--- src/rtl/i2s_adc_rx.sv ---
// -----------------------------------------------------------------------------
// i2s_adc_rx
//
// Serial-to-parallel receiver for the WM8731 ADC path in I2S mode. Runs on the
// codec bit clock, frames ADCDAT with ADCLRCK and assembles signed left/right
// sample pairs for the downstream processing stage.
//
// Ports:
//   i_clk        codec bit clock (AUD_BCLK), rising edge
//   i_rst_n      asynchronous active-low reset
//   i_adclrck    LR clock: 0 = left half-frame, 1 = right half-frame
//   i_adcdat     serial data, MSB first, one BCLK after each LRCK edge
//   i_ready      downstream ready
//   o_left       left sample (two's complement)
//   o_right      right sample (two's complement)
//   o_valid      pair available
//   o_overrun    one-cycle pulse: a completed pair was dropped
//   o_frame_err  one-cycle pulse: a half-frame ended before DATA_W bits
//   o_dbg_state  current FSM state (0 = SYNC, 1 = SHIFT, 2 = WAIT)
//
// Handshake: a pair transfers on every rising edge where o_valid && i_ready.
// Once o_valid is high, o_left/o_right/o_valid stay unchanged until that
// transfer; o_valid never depends combinationally on i_ready.
// -----------------------------------------------------------------------------
module i2s_adc_rx #(
    parameter int DATA_W = 16
) (
    input  logic              i_clk,
    input  logic              i_rst_n,
    input  logic              i_adclrck,
    input  logic              i_adcdat,
    input  logic              i_ready,
    output logic [DATA_W-1:0] o_left,
    output logic [DATA_W-1:0] o_right,
    output logic              o_valid,
    output logic              o_overrun,
    output logic              o_frame_err,
    output logic [1:0]        o_dbg_state
);

    localparam int CNT_W = $clog2(DATA_W);
    localparam logic [CNT_W-1:0] LAST_BIT = CNT_W'(DATA_W - 1);

    typedef enum logic [1:0] {
        ST_SYNC  = 2'd0,
        ST_SHIFT = 2'd1,
        ST_WAIT  = 2'd2
    } state_t;

    state_t             state_q, state_d;
    logic               lrck_q;
    logic               chan_q, chan_d;
    logic [CNT_W-1:0]   bit_cnt_q, bit_cnt_d;
    logic [DATA_W-1:0]  shreg_q, shreg_d;
    logic [DATA_W-1:0]  left_hold_q, left_hold_d;
    logic               left_ok_q, left_ok_d;
    logic [DATA_W-1:0]  left_q, left_d;
    logic [DATA_W-1:0]  right_q, right_d;
    logic               valid_q, valid_d;
    logic               overrun_q, overrun_d;
    logic               ferr_q, ferr_d;

    logic               lr_edge;
    logic               word_done;
    logic [DATA_W-1:0]  word_val;
    logic               pair_fire;

    assign lr_edge  = (i_adclrck != lrck_q);
    // The bit on the wire this cycle completes the word when it is the LSB.
    assign word_val = {shreg_q[DATA_W-2:0], i_adcdat};

    always_ff @(posedge i_clk or negedge i_rst_n) begin
        if (!i_rst_n) begin
            state_q     <= ST_SYNC;
            lrck_q      <= 1'b0;
            chan_q      <= 1'b0;
            bit_cnt_q   <= '0;
            shreg_q     <= '0;
            left_hold_q <= '0;
            left_ok_q   <= 1'b0;
            left_q      <= '0;
            right_q     <= '0;
            valid_q     <= 1'b0;
            overrun_q   <= 1'b0;
            ferr_q      <= 1'b0;
        end else begin
            state_q     <= state_d;
            lrck_q      <= i_adclrck;
            chan_q      <= chan_d;
            bit_cnt_q   <= bit_cnt_d;
            shreg_q     <= shreg_d;
            left_hold_q <= left_hold_d;
            left_ok_q   <= left_ok_d;
            left_q      <= left_d;
            right_q     <= right_d;
            valid_q     <= valid_d;
            overrun_q   <= overrun_d;
            ferr_q      <= ferr_d;
        end
    end

    always_comb begin
        state_d     = state_q;
        chan_d      = chan_q;
        bit_cnt_d   = bit_cnt_q;
        shreg_d     = shreg_q;
        left_hold_d = left_hold_q;
        left_ok_d   = left_ok_q;
        left_d      = left_q;
        right_d     = right_q;
        valid_d     = valid_q;
        overrun_d   = 1'b0;
        ferr_d      = 1'b0;
        word_done   = 1'b0;
        pair_fire   = 1'b0;

        case (state_q)
            ST_SYNC: begin
                // The bit seen in the edge cycle belongs to the previous
                // (unseen) word, so collection starts on the next cycle.
                if (lr_edge) begin
                    state_d   = ST_SHIFT;
                    chan_d    = i_adclrck;
                    bit_cnt_d = '0;
                end
            end
            ST_SHIFT: begin
                shreg_d = word_val;
                if (bit_cnt_q == LAST_BIT) begin
                    word_done = 1'b1;
                    state_d   = ST_WAIT;
                    bit_cnt_d = '0;
                end else begin
                    bit_cnt_d = bit_cnt_q + 1'b1;
                end
                // With a 32*fs BCLK the LSB lands exactly in the edge cycle:
                // the word still completes and the next one starts at once.
                if (lr_edge) begin
                    if (bit_cnt_q != LAST_BIT) begin
                        ferr_d = 1'b1;
                    end
                    state_d   = ST_SHIFT;
                    chan_d    = i_adclrck;
                    bit_cnt_d = '0;
                end
            end
            ST_WAIT: begin
                if (lr_edge) begin
                    state_d   = ST_SHIFT;
                    chan_d    = i_adclrck;
                    bit_cnt_d = '0;
                end
            end
            default: begin
                state_d = ST_SYNC;
            end
        endcase

        // Pairing: a right word only forms a pair if a complete left word
        // precedes it; otherwise it is the partial frame after sync/error.
        if (word_done) begin
            if (!chan_q) begin
                left_hold_d = word_val;
                left_ok_d   = 1'b1;
            end else if (left_ok_q) begin
                pair_fire = 1'b1;
                left_ok_d = 1'b0;
            end
        end
        if (ferr_d) begin
            left_ok_d = 1'b0;
        end

        if (valid_q && i_ready) begin
            valid_d = 1'b0;
        end
        if (pair_fire) begin
            if (!valid_q || i_ready) begin
                left_d  = left_hold_q;
                right_d = word_val;
                valid_d = 1'b1;
            end else begin
                overrun_d = 1'b1;
            end
        end
    end

    assign o_left      = left_q;
    assign o_right     = right_q;
    assign o_valid     = valid_q;
    assign o_overrun   = overrun_q;
    assign o_frame_err = ferr_q;
    assign o_dbg_state = state_q;

endmodule

--- config.mk ---
export PLATFORM = sky130hd
export DESIGN_NAME = i2s_adc_rx
export DESIGN_NICKNAME = d
export VERILOG_FILES = /design/src/rtl/i2s_adc_rx.sv
export SDC_FILE = /design/constraint.sdc
export NUM_CORES = 1
export LEC_CHECK = 0
export ABC_AREA = 1
export BUFFER_PORTS_ARGS = -buffer_cell sky130_fd_sc_hd__buf_2
export CAP_MARGIN = 10
export CORE_AREA = 5 5 67 99
export DETAILED_ROUTE_END_ITERATION = 8
export DIE_AREA = 0 0 72 104
export PLACE_DENSITY = 0.76
export SLEW_MARGIN = 20
export SYNTH_ARGS = -nofsm -noshare
export SYNTH_HDL_FRONTEND = slang
export SYNTH_SLANG_ARGS = --single-unit
--- constraint.sdc ---
create_clock -name i_clk -period 1.88 [get_ports i_clk]
set_input_delay 0.282 -clock i_clk [delete_from_list [all_inputs] [get_ports i_clk]]
set_output_delay 0.282 -clock i_clk [all_outputs]
set_load 0.01 [all_outputs]
=== Word level (Yosys, flattened, before mapping) ===
Cells that the tools add are included.

* $add $sub $neg: 1
* Equality and inequality tests: 7
* Multiplexer cells: 24
* Bitwise gates (word level): 1
* Reductions and logical operators: 13

{| class="wikitable"
|+ Operator list
! kind !! count
|-
| $mux W1 || 16
|-
| $mux W4 || 3
|-
| $reduce_and A2 Y1 || 5
|-
| $pmux W4 S2 || 1
|-
| $mux W2 || 3
|-
| $add A4 B1 Y4 const B || 1
|-
| $eq A4 B4 Y1 const B || 1
|-
| $ne A4 B4 Y1 const B || 1
|-
| $pmux W2 S2 || 1
|-
| $reduce_bool A2 Y1 || 2
|-
| $ne A3 B3 Y1 const B || 1
|-
| $reduce_or A3 Y1 || 1
|-
| $eq A2 B1 Y1 const B || 1
|-
| $eq A2 B2 Y1 const B || 1
|-
| $logic_not A2 Y1 || 1
|-
| $ne A2 B1 Y1 const B || 1
|-
| $reduce_or A2 Y1 || 1
|-
| $logic_and A1 B1 Y1 || 1
|-
| $logic_not A1 Y1 || 1
|-
| $logic_or A1 B1 Y1 || 1
|-
| $ne A1 B1 Y1 || 1
|-
| $not A1 Y1 || 1
|}

* Flip-flop bits (word level): 75
* Input bits: 5
* Output and inout port bits: 37
* Word-level logic and storage cells: 58

=== Logic depth before layout (Yosys ltp) ===
Gate-level depths: netlist (run 1).

* Depth after elaboration: 5
* Depth in mapped cells: 8
* Gate-level depth less buffers: 7

=== Worst setup path after synthesis (run 1) ===
Ideal clock, no wire load.

* Kind: register to register
* Start point: register bit_cnt_q[0]
* End point: register left_hold_q[10]
* Setup time: 0.117 ns
* Arrival time: 1.246 ns
* Required time: 1.763 ns
* Slack: 0.518 ns
* Cell stages (with the launch flop): 8
* Path buffers: 1
* Clock period less this slack: 1.362 ns
* Cell sequence: dfrtp_1 > ha_1 > nand3_1 > nor2_4 > nand2_4 > buf_6 > nand2_1 > nand2_1

* Cells in the longest elaborated chain, start to end: 4

{| class="wikitable"
|+ RTL lines
! element !! RTL line !! source
|-
| from (decl) || 53 || <nowiki>logic [CNT_W-1:0] bit_cnt_q, bit_cnt_d;</nowiki>
|-
| from (signal assigned) || 90 || <nowiki>bit_cnt_q <= bit_cnt_d;</nowiki>
|-
| $eq A4 B4 Y1 || 129 || <nowiki>if (bit_cnt_q == LAST_BIT) begin</nowiki>
|-
| $mux W1 || 129 ||
|-
| $mux W1 || 117 || <nowiki>case (state_q)</nowiki>
|-
| $reduce_and A2 Y1 (no line) || n/a ||
|-
| to (signal assigned) || 92 || <nowiki>left_hold_q <= left_hold_d;</nowiki>
|-
| to (decl) || 55 || <nowiki>logic [DATA_W-1:0] left_hold_q, left_hold_d;</nowiki>
|}

No other way between the ends.
A chain may end at the register's enable or synchronous reset.

=== Worst setup path in the final report (run 1) ===
Ends and elaborated chain as after synthesis.

==> results.md, run 1 <==
Critical path:
- The critical path is of the reg2reg type.
- The startpoint class of the critical path is a flop.
- The worst register-to-register path begins at bit_cnt_q[0].
- The launch point of the worst path is bit_cnt_q[0].
- In this run the worst path has a maximum fanout of 16.
- The arrival time of data at the critical path endpoint is 1.79 ns.
- The data required time at the worst endpoint is 2.17 ns.
- The worst setup path is captured at a flop.

Clocking:
- The CTS H-tree depth is 3.
- The tree is rooted in a sky130_fd_sc_hd__clkbuf_8.
- Clock-pin slew was measured on the worst setup and hold paths at 0.08 ns.
- Counting every sink on the clock net gives 75.
- The worst-skew pair later-pin latency is 0.35 ns.
- TritonCTS built the clock tree.
- The number of buffers created by CTS is 9.
- The buffers inserted during post-CTS setup optimization is 0.
- In this run, post-CTS repair resized a total of 0 instances.
- No sink is reached through more buffers than the 2 on the longest clock path.
- The number of hold-repair buffers added at the cts stage is 1.

Yosys:
- Summing every instance area after synthesis gives 3070 sq um.
- The instance count of the mapped netlist is 335.
- The share of the synthesized area in the top cell type is 61.2%.
- When the netlist entered floorplanning its net count stood at 341.
- During synthesis, Yosys emitted a total of 0 warnings.
- Counting flops and latches in the post-synthesis netlist gives 75.
- By area the synthesized netlist is led by sky130_fd_sc_hd__dfrtp_1, sky130_fd_sc_hd__nand2_1, sky130_fd_sc_hd__nand4_1.
- The average instance in the mapped netlist occupies 9.15 sq um.
- The share of the yosys chip area belonging to registers is 61.2%.
- The leading area contributor after synthesis is sky130_fd_sc_hd__dfrtp_1.
- The number of distinct library cells after synthesis is 19.

Placed design:
- The final RePlAce weighted congestion is 0.783.
- The placed instances occupy a cell area of 3330 sq um.
- Port buffering added 41 buffers.
- The post-detailed-placement half-perimeter wirelength is 4270 um.
- Prior to clock tree synthesis, the placed netlist has a worst setup slack of 0.392 ns.

Timing:
- Across the routed clock network, the largest skew measured is 0.00862 ns.
- The setup slack after layout is 0.384 ns.
- The number of hold violations in the final report was 0.
- The transition time at the pin with the least slew margin is 0.391 ns.
- The sum of negative setup slack is 0 ns.
- Setup repair after global routing left no endpoint under its margin.
- Headroom to the max-slew limit came out at 73.9%.
- Setup violations remaining at the end of the flow were counted as 0.
- The number of pins with negative max-slew slack in the final report is 0.
- The portion of the clock cycle consumed by the worst path in the final layout is 79.6%.
- Counting I/O delays and the setup requirement, the final critical path takes 1.50 ns.
- Derived from the worst setup path, the maximum achievable clock frequency is 0.668 GHz.
- The final hold slack is 0.0637 ns.

Power:
- For this design the ratio of total power to cell area is 945 nW/um^2.
- The largest vdd supply drop is 0.587 mV.
- The analysis attributes to cell leakage a power of 2.04 nW.

Routing:
- In the final routed layout, each cell accounts on average for 13.9 um.
- Before antenna repair, the detailed router went through 4 iterations.
- After detailed routing, the number of vias per cell comes to 5.19.
- In this run, the number of DRC markers left after iteration 0 of detailed routing was 224.
- After detailed routing, the number of remaining DRC violations is 0.
- The number of routed nets with antenna violations is 0.
- The via total after detailed routing is 2367.
- The post-detailed-routing wire length is 6320 um.

Final layout:
- In the final design database the tool counted 386 nets.
- The sequential cells in the finished layout cover a total of 1880 sq um.
- The relative area change from synthesis to final layout is 16.0%.
- The area of the multi-input gates is 1040 sq um.
- The number of filler cells placed in the layout is 479.
- The antenna diode count is 0.
- In the layout the commonest cells are sky130_fd_sc_hd__nand2_1, sky130_fd_sc_hd__dfrtp_1, sky130_fd_sc_hd__buf_2.
- The post-route netlist has 19.3% of its cells at a drive strength greater than 1.
- Summing all non-filler instances in the final layout gives an area of 3560 sq um.
- The commonest non-fill, non-tap cell in the layout is sky130_fd_sc_hd__nand2_1.

Global route:
- Summed over all layers, the global routing overflow is 0.
- The via count of the first global-routing pass is 2400.
- The number of antenna violations at the first check in global routing is 0.
- Entering global routing, the biggest net connects 76 pins.
- In the global route stage, overall resource usage came out at 19.3%.
- The first-pass GRT wire length is 11200 um.

Floorplan:
- Once the floorplan was initialized, standard cells occupied 53.8% of the core.
- The area of the placeable core is 5700 sq um.
- The number of top-level pins is 42.
- The floorplan step defined a die boundary enclosing 7490 sq um.
- The die extent in y is 104 um.
- The floorplan has 34 rows.
- The width of the chip is 72 um.

Run:
- Max-cap violations in this run came to 0.

Hold path:
- The worst hold path belongs to the class in2reg.
- The startpoint of the worst hold path is i_adclrck.

Run status:
- The flow ran to the end, and the final reports show no timing, DRC or antenna violations.
-- report_power, final --
part | leakage (nW) | internal (mW) | switching [mW]
sequential | 1.02 | 1.72 | 0.128
combinational | 0.926 | 0.0677 | 0.129
clock | 0.102 | 0.741 | 0.580
-- cell usage after synthesis --
master / n
sky130_fd_sc_hd__nand4_2: 1
sky130_fd_sc_hd__inv_2: 1
sky130_fd_sc_hd__nand3_1: 11
sky130_fd_sc_hd__o21ai_0: 6
sky130_fd_sc_hd__inv_1: 8
sky130_fd_sc_hd__nor2_2: 1
sky130_fd_sc_hd__nand4_1: 33
sky130_fd_sc_hd__buf_2: 8
sky130_fd_sc_hd__clkbuf_1: 5
sky130_fd_sc_hd__nor2_4: 3
sky130_fd_sc_hd__xnor2_1: 1
sky130_fd_sc_hd__nand2_4: 1
sky130_fd_sc_hd__nor2_1: 2
sky130_fd_sc_hd__ha_1: 1
sky130_fd_sc_hd__a21boi_0: 1
sky130_fd_sc_hd__buf_6: 5
sky130_fd_sc_hd__nand2_2: 1
sky130_fd_sc_hd__dfrtp_1: 75
sky130_fd_sc_hd__nand2_1: 171
-- area by class of cell --
type | instances | share of cell area, %
well taps | 72 | 2.53
clock buffers | 9 | 3.48
flip-flops and latches | 75 | 52.8
repair buffers | 52 | 8.52
multi-input cells | 233 | 29.2
inverters | 9 | 0.950
clock inverters | 6 | 2.50
-- through the flow --
| stage | util, % | power (mW) | std cells |
|---|---|---|---|
| floorplan | - | 1.95 | 335 |
| global placement | 58.5 | 2.06 | 440 |
| detailed placement | 58.5 | 2.07 | 440 |
| CTS | 62.4 | 3.39 | 456 |
| global route | 62.4 | 3.51 | 456 |
| finish | 62.4 | 3.36 | 456 |
-- path summary, 6_finish.rpt --
path / to / slack [ns] / cells after the start
worst max-delay path: left_hold_q[10] / 0.38 / 7
worst min-delay path: lrck_q / 0.06 / 1
worst max register to register: left_hold_q[10] / 0.38 / 7
worst min register to register: o_left[12] / 0.47 / 2
max in group asynchronous: left_hold_q[5] / 1.07 / 3
min in group asynchronous: o_dbg_state[1] / 0.48 / 3
-- metal layers --
layer  global-route usage (%)  share of wire [%]
met1                     23.3                 42
met5                        0                  0
met3                     4.64                3.9
met4                     10.6                2.9
met2                     31.1                 51
-- worst max-delay path, cell delays in order (launching register included) --
cell and delay [ns]:
sky130_fd_sc_hd__dfrtp_1 0.41, sky130_fd_sc_hd__ha_1 0.23, sky130_fd_sc_hd__nand2_1 0.10, sky130_fd_sc_hd__nor2_4 0.13
sky130_fd_sc_hd__nand2_2 0.09, sky130_fd_sc_hd__nor2_4 0.30, sky130_fd_sc_hd__nand2_1 0.10, sky130_fd_sc_hd__nand2_1 0.07
-- flip-flops by register name, summed over array words and instances (netlist names), 2 cells and up --
register / count
bit_cnt_q: 4
left_hold_q: 16
shreg_q: 15
o_dbg_state: 2
o_left: 16
o_right: 16
-- cells by family (layout without fill, tap and decap cells) --
group           after synthesis  count (layout)  share of synthesized area (%)
simple gates                224             224                           32.0
xor+xnor                      1               1                          0.286
flops                        75              75                           61.2
buf+inv                      27              76                           4.86
compound gates                7               7                           1.22
fa+ha+maj                     1               1                          0.408
(Power assumes the default switching activity.)
==> inputs of run 2 (changes only) <==
==> constraint.sdc (replaced) <==
create_clock -name i_clk -period 1.4 [get_ports i_clk]
set_input_delay 0.21 -clock i_clk [delete_from_list [all_inputs] [get_ports i_clk]]
set_output_delay 0.21 -clock i_clk [all_outputs]
set_load 0.01 [all_outputs]
==> results.md, run 2 (same netlist as run 1, synthesis figures left out) <==
Critical path:
- The launch point of the worst path is bit_cnt_q[0].
- The maximum fanout along the worst path was 10 (-6).
- STA classifies the critical path startpoint as a flop.
- The worst register-to-register path begins at bit_cnt_q[0].
- The worst setup path is of the reg2reg kind.
- The data required time at the worst endpoint is 1.70 ns (-0.47 ns).
- The worst setup path is captured at a flop.
- The arrival time of data at the critical path endpoint was 1.67 ns (-0.12 ns).

Routing:
- The number of violations reported at the end of detailed-routing iteration 0 is 215 (-4.0%).
- The via total after detailed routing was 2419 (+2.2%).
- The post-detailed-routing wire length is 6680 um (+5.7%).
- The length of the first detailed-routing pass in iterations is 4 (unchanged).
- The DRC violation count after routing is 0 (unchanged).
- The via density per instance came to 5.20 (+0.22%).
- The number of routed nets with antenna violations was 0 (unchanged).
- The average detailed-routed wire length per instance is 14.4 um (+3.7%).

Floorplan:
- The starting density of the core is 53.8% (unchanged).
- The width of the chip was 72 um (unchanged).
- The number of top-level pins is 42 (unchanged).
- The total number of placement rows was 34 (unchanged).
- The overall die area was 7490 sq um (unchanged).
- The die extent in y is 104 um (unchanged).
- The area of the placeable core is 5700 sq um (unchanged).

Clocking:
- The number of clock sinks seen by CTS is 75 (unchanged).
- Clock tree synthesis selected as its root buffer the cell sky130_fd_sc_hd__clkbuf_8.
- The clock-pin slew reported for the worst setup and hold paths after clock tree synthesis is 0.09 ns (about the same).
- The CTS H-tree depth was 3 (unchanged).
- The number of buffers created by CTS is 9 (unchanged).
- TritonCTS built the clock tree.
- The worst-skew pair later-pin latency is 0.35 ns (about the same).
- The number of buffers between clock root and the deepest sink is 2 (unchanged).

Power:
- The standby leakage power was 2.10 nW (+2.9%).
- The portion of total power attributed to the clock network is 40.2% (+0.9 points).
- The fraction of power consumed by sequential logic is 53.4% (-1.5 points).
- The power consumption is 4.63 mW (+38%).
- The largest vdd supply drop is 0.565 mV (-3.8%).
- The power per cell area came to 1240 nW/um^2 (+31%).
- The total internal power is 3.46 mW (+37%).
- The proportion of power drawn by combinational gates is 6.4% (+0.6 points).
- The switching power is 1.16 mW (+39%).
- The net switching fraction of the power is 25.1% (+0.23 points).

Global route:
- The number of antenna violations at the first check in global routing is 0 (unchanged).
- The largest net degree at the start of global routing is 76 (unchanged).
- The total global-route track usage is 19.2% (-0.063 points).
- The first-pass GRT wire length is 11300 um (+1.1%).
- The leftover overflow at the end of global routing was 0 (unchanged).
- The via count of the first global-routing pass was 2440 (+1.7%).

Final layout:
- The fraction of final layout cells with drive strength greater than 1 is 21.4% (+2.1 points).
- The antenna diode count is 0 (unchanged).
- The final instance area came to 3730 sq um (+5.0%).
- The relative area change from synthesis to final layout is 21.8%.
- In the layout the commonest cells are sky130_fd_sc_hd__nand2_1, sky130_fd_sc_hd__dfrtp_1, sky130_fd_sc_hd__buf_2.
- The library cell used most frequently in the layout, excluding fill and tap cells, is sky130_fd_sc_hd__nand2_1.
- The layout net count is 394 (+2.1%).

Timing:
- The final worst clock skew is 0.0111 ns (+0.00251 ns).
- The timing-limited maximum frequency is 0.728 GHz (+8.9%).
- The transition time at the pin with the least slew margin was 0.378 ns (-0.0126 ns).
- The relative slew slack is 74.8% (+0.84 points).
- The clock period minus worst slack came to 1.37 ns (-0.122 ns).
- The sum of negative setup slack came to 0 ns (unchanged).
- The number of pins with negative max-slew slack in the final report is 0 (unchanged).
- Setup repair after global routing could not meet its margin everywhere.
- The portion of the clock cycle consumed by the worst path in the final layout is 98.2% (+19 points).
- The setup slack after layout came to 0.0256 ns (-0.358 ns).
- The final-report setup violation count came to 0 (unchanged).
- The final hold slack is 0.0925 ns (+0.0288 ns).
- The number of hold violations in the final report is 0 (unchanged).

Run status:
- The run finished with clean final reports.

Run:
- The max-capacitance violation count is 0 (unchanged).

Hold path:
- The path class of the tightest hold or removal check is in2reg.
- The startpoint of the worst hold path is i_adcdat.

Placed design:
- The count of buffers from port buffering is 41 (unchanged).
- The cell area after placement is 3410 sq um (+2.3%).
- The worst setup slack after placement is 0.00526 ns (-0.387 ns).
- The final RePlAce weighted congestion is 0.809 (+3.3%).
- The post-detailed-placement half-perimeter wirelength is 4290 um (+0.48%).
[run 2: cell type report]
type / count / area, sq um
clock buffer: 10 / 138
tap: 72 / 90.1
clock inverter: 6 / 88.8
multi-input combinational: 233 / 1070
inverter: 9 / 33.8
sequential: 75 / 1880
timing repair buffer: 60 / 440
fill: 457 / 1970
[run 2: final timing paths]
check                                       to  slack, ns  depth (start not counted)
worst max register to register       o_left[6]       0.03                          7
max in group asynchronous           shreg_q[6]       0.68                          3
worst max-delay path                 o_left[6]       0.03                          7
worst min-delay path            left_hold_q[0]       0.09                          3
min in group asynchronous       o_dbg_state[1]       0.42                          3
worst min register to register      o_left[13]       0.47                          2
[run 2: power groups by stage]
stage	sequential (mW)	clock, mW	combinational (mW)
5_1_grt	2.48	1.97	0.339
3_3_place_gp	2.50	0	0.273
4_1_cts	2.46	1.89	0.293
2_1_floorplan	2.46	0	0.165
3_5_place_dp	2.51	0	0.283
6_report	2.47	1.86	0.294
[run 2: timing repair]
action	in CTS	in global routing
hold buffers	2	0
pin swaps	0	1
resized for setup	0	6
cloned	0	1
buffers inserted	0	1
endpoints found under the setup margin	1	48
endpoints found under the hold margin	76	0
[run 2: routing by layer]
metal | wire, um | vias up | global-route usage (%)
met5 | 0 | - | 0
met4 | 110 | 0 | 8.20
met3 | 266 | 8 | 4.06
met2 | 3550 | 52 | 31.8
met1 | 2750 | 1171 | 24.0
li1 | - | 1188 | -
[run 2: through the flow]
step / std cells / util (%)
after detailed placement: 445 / 59.8
final: 465 / 65.5
after floorplan: 335 / -
after CTS: 463 / 64.1
after global placement: 445 / 59.8
after global routing: 465 / 65.5
[run 2: critical path: stages (launching register included)]
cell and delay [ns]:
sky130_fd_sc_hd__dfrtp_1 0.41, sky130_fd_sc_hd__ha_4 0.17, sky130_fd_sc_hd__nand3_2 0.11, sky130_fd_sc_hd__nor2_4 0.16, sky130_fd_sc_hd__buf_12 0.14, sky130_fd_sc_hd__buf_12 0.12, sky130_fd_sc_hd__nand4_1 0.12, sky130_fd_sc_hd__nand2_1 0.09
